File: config.mk
export PLATFORM = sky130hd
export DESIGN_NAME = sd_spi_responder_flat
export DESIGN_NICKNAME = d
export VERILOG_FILES = /design/src/rtl/sd_spi_responder_if.sv /design/src/rtl/sd_spi_responder.sv /design/src/flat_wrapper.sv
export SDC_FILE = /design/constraint.sdc
export NUM_CORES = 1
export LEC_CHECK = 0
export CORE_MARGIN = 1
export CORE_UTILIZATION = 30
export DETAILED_ROUTE_END_ITERATION = 8
export DONT_BUFFER_PORTS = 1
export MAX_ROUTING_LAYER = met4
export PLACE_DENSITY = 0.51
export SLEW_MARGIN = 10
export SYNTH_ARGS = -nofsm -noshare
export SYNTH_HDL_FRONTEND = slang
export SYNTH_SLANG_ARGS = --single-unit
export TNS_END_PERCENT = 50
File: constraint.sdc
create_clock -name clk -period 2.8 [get_ports clk]
set_input_delay 0 -clock clk [delete_from_list [all_inputs] [get_ports clk]]
set_output_delay 0 -clock clk [all_outputs]
set_load 0.01 [all_outputs]
File: src/rtl/sd_spi_responder_if.sv
// SD-over-SPI link plus the responder's byte-memory read port.
// master = host/memory side, slave = card responder.
interface sd_spi_responder_if #(
  parameter int unsigned ADDR_W = 16
);
  logic              sclk;
  logic              cs_n;
  logic              mosi;
  logic              miso;
  logic              mem_rd;
  logic [ADDR_W-1:0] mem_addr;
  logic [7:0]        mem_data;

  modport master (
    output sclk, cs_n, mosi, mem_data,
    input  miso, mem_rd, mem_addr
  );

  modport slave (
    input  sclk, cs_n, mosi, mem_data,
    output miso, mem_rd, mem_addr
  );
endinterface

File: src/rtl/sd_spi_responder.sv
// SPI-mode SD card model: oversamples the host link, decodes command frames,
// answers R1/R7 and streams CMD17 single-block reads from a byte memory.
module sd_spi_responder #(
  parameter int unsigned INIT_POLLS = 2,
  parameter int unsigned ADDR_W     = 16,
  parameter int unsigned NCR_BYTES  = 1
) (
  input  logic                clk,
  input  logic                rst_n,
  sd_spi_responder_if.slave   bus,
  output logic                card_ready,
  output logic                busy
);
  typedef enum logic [2:0] {HUNT, CMD, NCR, RESP, TOKEN, DATA, CRC} state_t;

  localparam logic [15:0] POLL_LIM = 16'(INIT_POLLS);
  localparam logic [9:0]  NCR_LAST = 10'(NCR_BYTES - 1);

  logic [1:0] sclk_s, cs_s, mosi_s;
  logic       sclk_d;
  logic       sclk_rise, sclk_fall, mosi_b;

  state_t            state;
  logic [45:0]       cmd_sh;     // frame bits 46..1 once the end bit arrives
  logic [5:0]        cmd_cnt;
  logic [2:0]        bit_idx;
  logic [9:0]        cnt;
  logic [7:0]        sh;
  logic              fin;
  logic [4:0][7:0]   resp;
  logic [2:0]        resp_len;
  logic              data_phase;
  logic [ADDR_W-10:0] blk;
  logic              app;
  logic [15:0]       polls;
  logic [7:0]        nxt_data;
  logic              mem_rd_q;
  logic              miso_r, mem_rd_r;
  logic [ADDR_W-1:0] mem_addr_r;

  logic [5:0]        f_idx;
  logic              idle;
  logic [4:0][7:0]   dec_resp;
  logic [2:0]        dec_len;
  logic              dec_dp, dec_app, dec_clr, dec_poll, dec_ready;
  logic              fetch;
  logic [8:0]        fetch_idx;

  assign sclk_rise = sclk_s[1] & ~sclk_d;
  assign sclk_fall = ~sclk_s[1] & sclk_d;
  assign mosi_b    = mosi_s[1];
  assign f_idx     = cmd_sh[44:39];
  assign idle      = ~card_ready;

  assign bus.miso     = miso_r;
  assign bus.mem_rd   = mem_rd_r;
  assign bus.mem_addr = mem_addr_r;

  // Next data byte is fetched while the byte before it starts shifting.
  assign fetch     = (state == TOKEN && cnt == 10'd2) || (state == DATA && cnt != 10'd511);
  assign fetch_idx = (state == TOKEN) ? 9'd0 : cnt[8:0] + 9'd1;

  always_comb begin
    dec_resp  = '0;
    dec_len   = 3'd1;
    dec_dp    = 1'b0;
    dec_app   = 1'b0;
    dec_clr   = 1'b0;
    dec_poll  = 1'b0;
    dec_ready = 1'b0;
    if (f_idx == 6'd0) begin
      dec_resp[0] = 8'h01;
      dec_clr     = 1'b1;
    end else if (f_idx == 6'd8) begin
      dec_resp[0] = {7'b0, idle};
      dec_resp[3] = {4'h0, cmd_sh[18:15]};
      dec_resp[4] = cmd_sh[14:7];
      dec_len     = 3'd5;
    end else if (f_idx == 6'd55) begin
      dec_resp[0] = {7'b0, idle};
      dec_app     = 1'b1;
    end else if (f_idx == 6'd41 && app) begin
      if (polls < POLL_LIM) begin
        dec_resp[0] = 8'h01;
        dec_poll    = 1'b1;
      end else begin
        dec_resp[0] = 8'h00;
        dec_ready   = 1'b1;
      end
    end else if (f_idx == 6'd17 && card_ready) begin
      dec_resp[0] = 8'h00;
      dec_dp      = 1'b1;
    end else if (f_idx == 6'd17) begin
      dec_resp[0] = 8'h05;
    end else begin
      dec_resp[0] = {5'b0, 1'b1, 1'b0, idle};
    end
  end

  always_ff @(posedge clk or negedge rst_n) begin
    if (!rst_n) begin
      sclk_s     <= '0;
      cs_s       <= '1;
      mosi_s     <= '1;
      sclk_d     <= 1'b0;
      state      <= HUNT;
      cmd_sh     <= '0;
      cmd_cnt    <= '0;
      bit_idx    <= '0;
      cnt        <= '0;
      sh         <= '1;
      fin        <= 1'b0;
      resp       <= '0;
      resp_len   <= 3'd1;
      data_phase <= 1'b0;
      blk        <= '0;
      app        <= 1'b0;
      polls      <= '0;
      nxt_data   <= '0;
      mem_rd_q   <= 1'b0;
      miso_r     <= 1'b1;
      mem_rd_r   <= 1'b0;
      mem_addr_r <= '0;
      card_ready <= 1'b0;
      busy       <= 1'b0;
    end else begin
      sclk_s   <= {sclk_s[0], bus.sclk};
      cs_s     <= {cs_s[0], bus.cs_n};
      mosi_s   <= {mosi_s[0], bus.mosi};
      sclk_d   <= sclk_s[1];
      mem_rd_r <= 1'b0;
      mem_rd_q <= mem_rd_r;
      if (mem_rd_q) nxt_data <= bus.mem_data;

      if (cs_s[1]) begin
        state   <= HUNT;
        cmd_cnt <= '0;
        bit_idx <= '0;
        cnt     <= '0;
        fin     <= 1'b0;
        busy    <= 1'b0;
        miso_r  <= 1'b1;
      end else begin
        case (state)
          HUNT: begin
            if (sclk_rise && !mosi_b) begin
              state   <= CMD;
              cmd_sh  <= '0;
              cmd_cnt <= 6'd1;
            end
          end
          CMD: begin
            if (sclk_rise) begin
              if (cmd_cnt == 6'd47) begin
                if (cmd_sh[45] && mosi_b) begin
                  resp       <= dec_resp;
                  resp_len   <= dec_len;
                  data_phase <= dec_dp;
                  blk        <= cmd_sh[ADDR_W-3:7];
                  app        <= dec_app;
                  if (dec_clr) begin
                    card_ready <= 1'b0;
                    polls      <= '0;
                  end
                  if (dec_poll)  polls      <= polls + 16'd1;
                  if (dec_ready) card_ready <= 1'b1;
                  state   <= NCR;
                  cnt     <= '0;
                  sh      <= 8'hFF;
                  bit_idx <= '0;
                  fin     <= 1'b0;
                  busy    <= 1'b1;
                end else begin
                  state <= HUNT;
                end
              end else begin
                cmd_sh  <= {cmd_sh[44:0], mosi_b};
                cmd_cnt <= cmd_cnt + 6'd1;
              end
            end
          end
          default: begin
            if (sclk_fall) begin
              if (fin) begin
                state  <= HUNT;
                busy   <= 1'b0;
                miso_r <= 1'b1;
                fin    <= 1'b0;
              end else begin
                miso_r  <= sh[7];
                sh      <= {sh[6:0], 1'b1};
                bit_idx <= bit_idx + 3'd1;
                if (bit_idx == 3'd0 && fetch) begin
                  mem_rd_r   <= 1'b1;
                  mem_addr_r <= {blk, fetch_idx};
                end
                // LSB just went out: preload the byte whose MSB leaves on the next fall.
                if (bit_idx == 3'd7) begin
                  case (state)
                    NCR: begin
                      if (cnt == NCR_LAST) begin
                        state <= RESP;
                        cnt   <= '0;
                        sh    <= resp[0];
                      end else begin
                        cnt <= cnt + 10'd1;
                        sh  <= 8'hFF;
                      end
                    end
                    RESP: begin
                      if (cnt[2:0] != resp_len - 3'd1) begin
                        cnt <= cnt + 10'd1;
                        sh  <= resp[cnt[2:0] + 3'd1];
                      end else if (data_phase) begin
                        state <= TOKEN;
                        cnt   <= '0;
                        sh    <= 8'hFF;
                      end else begin
                        fin <= 1'b1;
                      end
                    end
                    TOKEN: begin
                      if (cnt == 10'd2) begin
                        state <= DATA;
                        cnt   <= '0;
                        sh    <= nxt_data;
                      end else begin
                        cnt <= cnt + 10'd1;
                        sh  <= (cnt == 10'd1) ? 8'hFE : 8'hFF;
                      end
                    end
                    DATA: begin
                      if (cnt == 10'd511) begin
                        state <= CRC;
                        cnt   <= '0;
                        sh    <= 8'hFF;
                      end else begin
                        cnt <= cnt + 10'd1;
                        sh  <= nxt_data;
                      end
                    end
                    CRC: begin
                      if (cnt == 10'd1) begin
                        fin <= 1'b1;
                      end else begin
                        cnt <= cnt + 10'd1;
                        sh  <= 8'hFF;
                      end
                    end
                    default: ;
                  endcase
                end
              end
            end
          end
        endcase
      end
    end
  end
endmodule

File: src/flat_wrapper.sv
// flat-port wrapper written by rule: the top's interface ports become plain ports
module sd_spi_responder_flat 
#(
  parameter int unsigned INIT_POLLS = 2,
  parameter int unsigned ADDR_W     = 16,
  parameter int unsigned NCR_BYTES  = 1
)
  (clk, rst_n, card_ready, busy, bus_sclk, bus_cs_n, bus_mosi, bus_mem_data, bus_miso, bus_mem_rd, bus_mem_addr);
  sd_spi_responder_if #(.ADDR_W(ADDR_W)) bus_i ();
  input  logic clk;
  input  logic rst_n;
  output logic card_ready;
  output logic busy;
  input wire logic [$bits(bus_i.sclk)-1:0] bus_sclk;
  input wire logic [$bits(bus_i.cs_n)-1:0] bus_cs_n;
  input wire logic [$bits(bus_i.mosi)-1:0] bus_mosi;
  input wire logic [$bits(bus_i.mem_data)-1:0] bus_mem_data;
  output wire logic [$bits(bus_i.miso)-1:0] bus_miso;
  output wire logic [$bits(bus_i.mem_rd)-1:0] bus_mem_rd;
  output wire logic [$bits(bus_i.mem_addr)-1:0] bus_mem_addr;
  assign bus_i.sclk = bus_sclk;
  assign bus_i.cs_n = bus_cs_n;
  assign bus_i.mosi = bus_mosi;
  assign bus_i.mem_data = bus_mem_data;
  assign bus_miso = bus_i.miso;
  assign bus_mem_rd = bus_i.mem_rd;
  assign bus_mem_addr = bus_i.mem_addr;
  sd_spi_responder #(.INIT_POLLS(INIT_POLLS), .ADDR_W(ADDR_W), .NCR_BYTES(NCR_BYTES)) u_core (.clk(clk), .rst_n(rst_n), .bus(bus_i), .card_ready(card_ready), .busy(busy));
endmodule
==> results by group, run 1 <==
Clocking
  – Clk sinks: 153
  – Clock Latency Late Sink: 0.43 ns
  – PostCTS Resize Cnt: 0
  – CTS tree: built
  – Cts hold-fix bufs: 11
  – Postcts setup bufs: 0
  – Root buf cell: clkbuf_16
  – Clk buf depth: 2
  – Clk slew on worst S/H paths: 0.06 ns
  – CTS H-tree depth: 4
  – CTS Buf Count: 17

Timing
  – Min cycle time layout: 2.47 ns
  – Max-slew violation count: 0
  – Slew HR: 52.7%
  – Fmax: 0.405 GHz
  – Clk_skew: 0.0102 ns
  – Final hold violation count: 153
  – Crit share post-route: 88.1%
  – Final Setup Violations: 0
  – Setup_tns: 0 ns
  – Smallest hold slack: -0.734 ns
  – RSZ-0062 raised after global routing: no
  – Least-Margin Pin Slew: 0.700 ns

Logic synthesis
  – Yosys reg bits: 153
  – Share of the yosys chip area belonging to registers: 53.1%
  – Synth area leaders: dfrtp_1 48%, a22o_1 7.1%, dfstp_2 4.7%
  – Post-synthesis cell type count: 75
  – Mapped Area: 0.00724 mm²
  – Ys async rst share: 100%
  – Leading area contributor after synthesis: dfrtp_1
  – Syn_nets: 705
  – Cell with the most instances after synthesis: dfrtp_1
  – Post-synth EDFFs: 0
  – Gate Count Post-Synth: 683
  – Synth top area share: 48.4%
  – Post-synth top cells: 140 x dfrtp_1, 85 x nand2_1, 59 x a22o_1, 34 x nand3_1, 34 x nor2_1
  – Mean Syn Cell Area: 10.6 µm²
  – Synth Flop Type: dfrtp_1
  – YS warnings: 0

Worst setup path
  – R2r startpoint: u_core.cnt[0]$_DFFE_PN0P_
  – Crit start category: register
  – Worst Path Max Fanout: 8
  – CP Cell Sequence: inv_1 > ha_1 > inv_1 > or4_1 > o2111a_1 > nor2_1 > mux2_2
  – Top delay family on crit path: simple AND/OR/NAND/NOR gates
  – CP max stage delay: 0.58 ns
  – CP Data Arrival Time: 2.83 ns
  – Buffers & Inverters on Critical Path: 2
  – Data required time of the worst path: 3.17 ns
  – Worst setup path category: reg -> reg
  – Crit end category: register
  – Crit. Startpoint: u_core.cnt[0]$_DFFE_PN0P_
  – CP dominant cell by count: inv_1
  – Slowest-stage cell, CP: or4_1

Die
  – Die width: 157 µm
  – Die area: 0.0248 mm²
  – Row count: 56
  – I/O pin count: 33
  – DIE HEIGHT: 157 µm
  – Core ar.: 0.0235 mm²
  – Initial core utilization: 30.7%

Global routing
  – GRT overflow: 0
  – First-pass GRT wire length: 30.0 mm
  – All-Layer GR Usage: 16.1%
  – Initial antenna violation count: 0
  – Vias in the first global route: 5658
  – Largest net degree at the start of global routing: 154

Run status
  – Failing checks: negative hold slack
  – Outcome: complete, but fails checks

Final layout
  – Synth-to-Final Area Change: 16.5%
  – Ratio of cells with drive above 1 in the final layout: 15.3%
  – Nets: 723
  – Fill cells: 2392
  – Diodes inserted: 0
  – Multi-input combinational cell area: 0.00317 mm²
  – Register area: 0.00384 mm²

Routing
  – First-pass DRT Iterations: 5
  – Avg Vias per Cell: 5.33
  – Remaining DRCs: 0
  – Final antenna-violating net count: 0
  – Detailed Route WL: 18.1 mm
  – DR iter-0 viols: 402
  – Total vias in the final route: 5502
  – DR WL/cell: 17.5 µm

Flow run
  – Max Cap Violations: 0

Placement
  – Post-DP HPWL: 12.0 mm
  – IO Port Bufs: 0
  – Routability cong.: 0.915

Power
  – Leak: 3.82 nW
  – VDD IR max: 0.308 mV
  – Cell Pwr Density: 608 mW/mm²

Hold path
  – Worst Hold Class: in -> async
## logic make-up (layout without fill, tap and decap cells)
group | Yosys count | in the layout | share of synthesized area [%]
XOR/XNOR | 9 | 9 | 1.09
adder cells (fa/ha/maj) | 9 | 9 | 1.56
AND/OR/NAND/NOR | 251 | 251 | 18.0
multiplexers | 24 | 24 | 3.65
flip-flops | 153 | 153 | 53.1
buffers and inverters | 59 | 90 | 3.46
AO/OA/AOI/OAI | 178 | 178 | 19.2
## metal layers
metal | up-vias | wire length, µm | track usage [%]
met2 | 125 | 8260 | 24.4
li1 | 2593 | - | -
met1 | 2756 | 8570 | 20.8
met5 | - | 0 | -
met4 | 0 | 278 | 5.50
met3 | 28 | 954 | 4.05
## power by group
part	switching, W	leakage [nW]	internal [W]
combinational	0.000261	1.45	0.000152
clock	0.000993	0.293	0.00143
sequential	0.0000330	2.08	0.00226
## cell type report
class | count | area share [%]
clock inverters | 13 | 2.14
well taps | 319 | 4.73
multi-input cells | 471 | 37.5
inverters | 17 | 0.756
flip-flops and latches | 153 | 45.6
repair buffers | 41 | 4.12
clock buffers | 19 | 5.13
## state kept, by name (all words and copies together), names as in the netlist, 2 cells and up
register / count
u_core.bit_idx: 3
u_core.blk: 7
u_core.bus.mem_addr: 16
u_core.cmd_cnt: 6
u_core.cmd_sh: 46
u_core.cnt: 10
u_core.cs_s: 2
u_core.mosi_s: 2
u_core.nxt_data: 8
u_core.polls: 16
u_core.resp: 14
u_core.sclk_s: 2
u_core.sh: 8
u_core.state: 3
## worst paths after layout
kind                       slack, ns  cells past startpoint                            endpoint
hold / removal                 -0.73                      0  u_core.bus.mem_addr[3]$_DFFE_PN0P_
setup reg to reg                0.33                      7           u_core.cnt[0]$_DFFE_PN0P_
hold reg to reg                 0.35                      0          u_core.sclk_s[1]$_DFF_PN0_
max in group asynchronous       3.12                      0            u_core.sh[0]$_DFFE_PN1P_
setup / recovery                0.33                      7           u_core.cnt[0]$_DFFE_PN0P_
min in group clk                0.11                      1          u_core.mosi_s[0]$_DFF_PN1_
## worst reg2reg max path: stages, from the launching register on
cell,delay (ns)
dfrtp_1,0.47
inv_1,0.15
ha_1,0.23
inv_1,0.13
or4_1,0.58
o2111a_1,0.29
nor2_1,0.33
mux2_2,0.22
## placed cells by master, fill, tap and decap left out, types with 9 or more instances in the layout
| cell type | netlist | final |
|---|---|---|
| clkbuf_16 | 0 | 17 |
| buf_4 | 1 | 29 |
| nor3_1 | 17 | 17 |
| o21ai_0 | 16 | 16 |
| a21oi_1 | 11 | 11 |
| a22o_1 | 59 | 59 |
| dlygate4sd3_1 | 0 | 11 |
| ha_1 | 9 | 9 |
| o31ai_1 | 13 | 13 |
| nor4_1 | 11 | 11 |
| dfrtp_1 | 140 | 140 |
| dfstp_2 | 13 | 13 |
| nand2_1 | 85 | 85 |
| mux2_2 | 18 | 18 |
| nand3_1 | 34 | 34 |
| nor2b_1 | 15 | 15 |
| nor2_1 | 34 | 34 |
| inv_1 | 16 | 16 |
| o22ai_1 | 17 | 17 |
## metrics by stage
step / instance area, µm² / std cells / worst slack, ns / utilization (%) / power, W
3_5_place_dp: 7710 / 990 / 0.347 / 32.8 / 0.00273
3_3_place_gp: 7710 / 990 / 0.363 / 32.8 / 0.00272
5_1_grt: 8440 / 1033 / 0.148 / 35.8 / 0.00532
4_1_cts: 8440 / 1033 / 0.317 / 35.8 / 0.00519
6_report: 8440 / 1033 / 0.334 / 35.8 / 0.00513
2_1_floorplan: 7240 / 683 / 0.490 / - / 0.00261
(Power assumes the default switching activity.)
==> inputs of run 2 (changes only) <==
--- a/config.mk
+++ b/config.mk
@@ -6,4 +6,6 @@
 export NUM_CORES = 1
 export LEC_CHECK = 0
+export CELL_PAD_IN_SITES_DETAIL_PLACEMENT = 1
+export CELL_PAD_IN_SITES_GLOBAL_PLACEMENT = 2
 export CORE_MARGIN = 1
 export CORE_UTILIZATION = 30
@@ -11,5 +13,5 @@
 export DONT_BUFFER_PORTS = 1
 export MAX_ROUTING_LAYER = met4
-export PLACE_DENSITY = 0.51
+export PLACE_DENSITY = 0.66
 export SLEW_MARGIN = 10
 export SYNTH_ARGS = -nofsm -noshare
==> constraint.sdc (replaced) <==
create_clock -name clk -period 2.8 [get_ports clk]
set_input_delay 0.14 -clock clk [delete_from_list [all_inputs] [get_ports clk]]
set_output_delay 0.14 -clock clk [all_outputs]
set_load 0.01 [all_outputs]
==> run 2 against run 1 <==
The run still ends with negative hold slack left. Setup slack lost 0.064 ns. Critical path type unchanged. Register-to-register slack lost 0.06 ns. Critical path depth is the same.
==> results by group, run 2 (synthesis results as in run 1) <==
Run status
  – Outcome: complete, but fails checks
  – Failing checks: negative hold slack

Timing
  – Fmax: 0.395 GHz (-2.5%)
  – Max-slew violation count: 0 (unchanged)
  – Final Setup Violations: 0 (unchanged)
  – Crit share post-route: 90.4% (+2.3 points)
  – RSZ-0062 raised after global routing: no
  – Clk_skew: 0.0130 ns (+0.00281 ns)
  – Final hold violation count: 153 (unchanged)
  – Least-Margin Pin Slew: 0.840 ns (+0.140 ns)
  – Min cycle time layout: 2.53 ns (+0.0636 ns)
  – Post-route setup slack: 0.270 ns (-0.0636 ns)
  – Slew HR: 43.3% (-9.5 points)
  – Smallest hold slack: -0.589 ns (+0.145 ns)
  – Setup_tns: 0 ns (unchanged)

Power
  – Leak: 3.85 nW (+0.70%)
  – Total Power: 0.00506 W (-1.3%)
  – Cell Pwr Density: 598 mW/mm² (-1.7%)
  – VDD IR max: 0.401 mV (+30%)

Routing
  – Final antenna-violating net count: 0 (unchanged)
  – First-pass DRT Iterations: 4 (-1)
  – Total vias in the final route: 5543 (+0.75%)
  – DR WL/cell: 19.1 µm (+9.4%)
  – Avg Vias per Cell: 5.33 (+0.16%)
  – Detailed Route WL: 19.9 mm (+10%)
  – DR iter-0 viols: 315 (-22%)
  – Remaining DRCs: 0 (unchanged)

Placement
  – Pre-CTS setup slack: 0.284 ns (-0.0623 ns)
  – IO Port Bufs: 0 (unchanged)
  – Routability cong.: 0.861 (-5.9%)
  – Post-DP HPWL: 13.7 mm (+13%)

Global routing
  – Vias in the first global route: 5983 (+5.7%)
  – Largest net degree at the start of global routing: 154 (unchanged)
  – Initial antenna violation count: 0 (unchanged)
  – GRT overflow: 0 (unchanged)
  – All-Layer GR Usage: 18.0% (+1.9 points)
  – First-pass GRT wire length: 33.3 mm (+11%)

Hold path
  – Worst Hold Class: in -> async

Final layout
  – Commonest non-fill, non-tap cell in the layout: dfrtp_1
  – Diodes inserted: 0 (unchanged)
  – Nets: 729 (+0.83%)
  – Synth-to-Final Area Change: 16.9%
  – Most frequent cells in the layout: 140 x dfrtp_1, 85 x nand2_1, 59 x a22o_1
  – Largest register FFs: 46 (unchanged)
  – Final Util: 35.9% (+0.12 points)
  – Ratio of cells with drive above 1 in the final layout: 16.3% (+0.98 points)
  – Reg with most FFs: u_core.cmd_sh

Die
  – DIE HEIGHT: 157 µm (unchanged)
  – Initial core utilization: 30.7% (unchanged)
  – Die area: 0.0248 mm² (unchanged)
  – Row count: 56 (unchanged)
  – Core ar.: 0.0235 mm² (unchanged)
  – I/O pin count: 33 (unchanged)
  – Die width: 157 µm (unchanged)

Clocking
  – Clk buf depth: 2 (unchanged)
  – CTS tree: built
  – Clock Latency Late Sink: 0.44 ns (about the same)
  – Root buf cell: clkbuf_16
  – Clk slew on worst S/H paths: 0.07 ns (about the same)
  – PostCTS Resize Cnt: 0 (unchanged)
  – CTS Buf Count: 17 (unchanged)
  – Postcts setup bufs: 0 (unchanged)
  – Clk sinks: 153 (unchanged)
  – CTS H-tree depth: 4 (unchanged)
  – Cts hold-fix bufs: 11 (unchanged)

Worst setup path
  – Crit end category: register
  – Crit. Startpoint: u_core.cnt[0]$_DFFE_PN0P_
  – Worst Path Max Fanout: 8 (unchanged)
  – CP Data Arrival Time: 2.90 ns (+0.07 ns)
  – Data required time of the worst path: 3.17 ns (about the same)
  – Worst setup path category: reg -> reg
  – Worst R2R Setup Slack: 0.27 ns (-0.06 ns)
  – R2R depth: 7 (unchanged)
  – R2r startpoint: u_core.cnt[0]$_DFFE_PN0P_
  – Crit start category: register

Flow run
  – Max Cap Violations: 0 (unchanged)
==> run 2: changes by cell type in the layout (fill, tap and decap cells not counted), sizes merged <==
cell,change
clkbuf,-1
clkinv,+2
buf,+6
bufinv,-1
==> run 2: worst paths after layout <==
check / end
worst min register to register: u_core.sclk_s[1]$_DFF_PN0_
worst max-delay path: u_core.cnt[0]$_DFFE_PN0P_
max in group asynchronous: u_core.resp[36]$_DFFE_PN0P_
worst max register to register: u_core.cnt[0]$_DFFE_PN0P_
min in group clk: u_core.cs_s[0]$_DFF_PN1_
worst min-delay path: u_core.cnt[4]$_DFFE_PN0P_
==> run 2: worst max-delay path, stage by stage (launching register included) <==
cell and delay [ns]:
dfrtp_1 0.47, inv_1 0.15, ha_1 0.19, inv_1 0.12, or4_1 0.63, o2111a_1 0.30
nor2_1 0.37, mux2_2 0.23
==> run 2: area by class of cell <==
cell class,instances,area (µm²)
fillers,2634,15100
flip-flops and latches,153,3840
multi-input cells,471,3170
clock buffers,18,439
well taps,319,399
repair buffers,47,393
clock inverters,14,156
inverters,17,63.8
==> run 2: per-layer routing <==
metal  part of all wire (%)  up-vias  track usage [%]
li1                       -     2593                -
met1                     46     2842             22.6
met2                     49       78             29.0
met3                    3.1       30             3.44
met4                    1.9        0             6.10
met5                      0        -                -
==> run 2: power by group <==
group          switching, W  total (W)  internal [W]  leakage [nW]
combinational      0.000264   0.000410      0.000146          1.48
clock              0.000997    0.00235       0.00136         0.292
sequential        0.0000367    0.00229       0.00226          2.08
==> run 2: metrics by stage <==
step,std cells,hold WS [ns],cell area [µm²]
3_5_place_dp,996,-0.141,7760
2_1_floorplan,683,-0.156,7240
5_1_grt,1039,-0.607,8460
6_report,1039,-0.589,8460
3_3_place_gp,996,-0.143,7760
4_1_cts,1039,-0.620,8460
==> inputs of run 3 (changes only) <==
- CORE_UTILIZATION: 30 -> 42
- PLACE_DENSITY: 0.66 -> 0.86
==> run 3 against run 2 <==
The run still ends with negative hold slack left. Design area fell by 2.4%. Critical path depth rose by 1. Utilization rose by 13 points. Wire length fell by 7.6%. Die area fell by 28%. Clock skew fell by 0.0034 ns. Global-route usage rose by 5.0 points. Combinational power fell by 2%. Worst hold slack got worse by 0.0064 ns. Setup slack got worse by 0.080 ns. Via count fell by 0.41%.
==> results by group, run 3 (synthesis results as in run 1) <==
Flow run
  – Max Cap Violations: 0 (unchanged)

Worst setup path
  – CP Data Arrival Time: 2.92 ns (+0.02 ns)
  – CP max stage delay: 0.60 ns (-0.03 ns)
  – Data required time of the worst path: 3.11 ns (-0.06 ns)
  – Buffers & Inverters on Critical Path: 3 (+1)
  – Crit start category: register
  – R2r startpoint: u_core.cnt[0]$_DFFE_PN0P_
  – CP Cell Sequence: inv_1 > ha_1 > inv_1 > or4_1 > o2111ai_1 > a211oi_2 > buf_4 > a221o_1
  – Top delay family on crit path: simple AND/OR/NAND/NOR gates
  – Worst setup path category: reg -> reg
  – Crit end category: register
  – CP dominant cell by count: inv_1
  – Slowest-stage cell, CP: or4_1
  – Crit. Startpoint: u_core.cnt[0]$_DFFE_PN0P_
  – Worst Path Max Fanout: 9 (+1)

Timing
  – Max-slew violation count: 0 (unchanged)
  – Fmax: 0.383 GHz (-3.1%)
  – Final Setup Violations: 0 (unchanged)
  – Setup_tns: 0 ns (unchanged)
  – Crit share post-route: 93.2% (+2.8 points)
  – Min cycle time layout: 2.61 ns (+0.0797 ns)
  – Least-Margin Pin Slew: 1.18 ns (+0.339 ns)
  – Post-route setup slack: 0.190 ns (-0.0797 ns)
  – RSZ-0062 raised after global routing: no
  – Smallest hold slack: -0.596 ns (-0.00641 ns)
  – Slew HR: 21.4% (-22 points)
  – Clk_skew: 0.00960 ns (-0.00336 ns)
  – Final hold violation count: 153 (unchanged)

Routing
  – Final antenna-violating net count: 0 (unchanged)
  – Remaining DRCs: 0 (unchanged)
  – DR iter-0 viols: 402 (+28%)
  – Detailed Route WL: 18.4 mm (-7.6%)
  – Avg Vias per Cell: 5.94 (+11%)
  – DR WL/cell: 19.8 µm (+3.4%)
  – Total vias in the final route: 5520 (-0.41%)
  – First-pass DRT Iterations: 4 (unchanged)

Final layout
  – Commonest non-fill, non-tap cell in the layout: dfrtp_1
  – Largest register FFs: 46 (unchanged)
  – Final Non-Filler Cells: 929 (-11%)
  – Synth-to-Final Area Change: 14.1%
  – Reg with most FFs: u_core.cmd_sh
  – Fill cells: 1835 (-30%)
  – Most frequent cells in the layout: 140 x dfrtp_1, 85 x nand2_1, 59 x a22o_1
  – Diodes inserted: 0 (unchanged)
  – Ratio of cells with drive above 1 in the final layout: 15.1% (-1.2 points)
  – Nets: 718 (-1.5%)
  – Final Util: 49.4% (+13 points)

Die
  – Die area: 0.0178 mm² (-28%)
  – Die width: 133 µm (-15%)
  – Core ar.: 0.0167 mm² (-29%)
  – I/O pin count: 33 (unchanged)
  – DIE HEIGHT: 133 µm (-15%)
  – Initial core utilization: 43.3% (+13 points)
  – Row count: 47 (-16%)

Global routing
  – Largest net degree at the start of global routing: 154 (unchanged)
  – GRT overflow: 0 (unchanged)
  – Initial antenna violation count: 0 (unchanged)
  – First-pass GRT wire length: 31.1 mm (-6.6%)
  – Vias in the first global route: 5903 (-1.3%)
  – All-Layer GR Usage: 23.0% (+5.0 points)

Clocking
  – Root buf cell: clkbuf_16
  – CTS tree: built
  – Clock Latency Late Sink: 0.43 ns (about the same)
  – Clk slew on worst S/H paths: 0.07 ns (about the same)
  – Clk sinks: 153 (unchanged)
  – Cts hold-fix bufs: 11 (unchanged)
  – CTS Buf Count: 17 (unchanged)
  – CTS H-tree depth: 4 (unchanged)
  – Clk buf depth: 2 (unchanged)

Power
  – Cell Pwr Density: 608 mW/mm² (+1.7%)
  – Leak: 3.79 nW (-1.5%)
  – VDD IR max: 0.422 mV (+5.3%)

Placement
  – Post-DP HPWL: 12.5 mm (-8.7%)
  – Dpl cells: 886 (-11%)
  – Pre-CTS setup slack: 0.219 ns (-0.0651 ns)
  – Routability cong.: 0.917 (+6.5%)
  – IO Port Bufs: 0 (unchanged)

Run status
  – Failing checks: negative hold slack
  – Outcome: complete, but fails checks

Hold path
  – Worst Hold Class: in -> async
-- run 3: what timing repair did --
action                     in CTS  in global routing
buffers inserted                0                  0
setup endpoints to repair       0                  7
hold endpoints to repair      164                153
resized for setup               0                  2
-- run 3: worst reg2reg max path, delay by kind of cell, from the launching register on --
kind / cells / cell delay [ns]
and+or+nand+nor: 1 / 0.60
AOI/OAI and AO/OA: 3 / 0.58
buffers and inverters: 3 / 0.48
DFF: 1 / 0.47
adders and majority gates: 1 / 0.36
-- run 3: layer usage --
metal / up-vias / global-route usage (%) / wire (µm)
li1: 2584 / - / -
met1: 2818 / 29.3 / 8600
met2: 86 / 36.3 / 8770
met5: - / - / 0
met3: 32 / 3.96 / 575
met4: 0 / 9.41 / 431
-- run 3: power breakdown --
group          internal, W  switching, W  leakage, nW
clock              0.00129       0.00103        0.288
combinational     0.000154      0.000246         1.43
sequential         0.00226     0.0000462         2.08
total              0.00370       0.00132         3.79
-- run 3: final timing paths --
| check | endpoint | slack, ns | cells after the start |
|---|---|---|---|
| worst max register to register | u_core.cnt[4]$_DFFE_PN0P_ | 0.19 | 8 |
| worst min-delay path | u_core.cnt[4]$_DFFE_PN0P_ | -0.60 | 0 |
| worst max-delay path | u_core.cnt[4]$_DFFE_PN0P_ | 0.19 | 8 |
| worst min register to register | u_core.cs_s[1]$_DFF_PN1_ | 0.36 | 0 |
| min in group clk | u_core.mosi_s[0]$_DFF_PN1_ | 0.25 | 1 |
| max in group asynchronous | u_core.mosi_s[1]$_DFF_PN1_ | 3.15 | 0 |
-- run 3: through the flow --
step           instance area (µm²)  total power, W
6_report                      8260         0.00502
5_1_grt                       8260         0.00520
4_1_cts                       8260         0.00507
3_5_place_dp                  7550         0.00273
3_3_place_gp                  7550         0.00272
2_1_floorplan                 7240         0.00261
-- run 3: final cells by class --
| class | count | area, µm² | share of cell area, % |
|---|---|---|---|
| well taps | 220 | 275 | 3.33 |
| multi-input cells | 471 | 3170 | 38.4 |
| clock buffers | 18 | 439 | 5.32 |
| clock inverters | 14 | 155 | 1.88 |
| repair buffers | 36 | 310 | 3.76 |
| flip-flops and latches | 153 | 3840 | 46.6 |
| inverters | 17 | 63.8 | 0.773 |
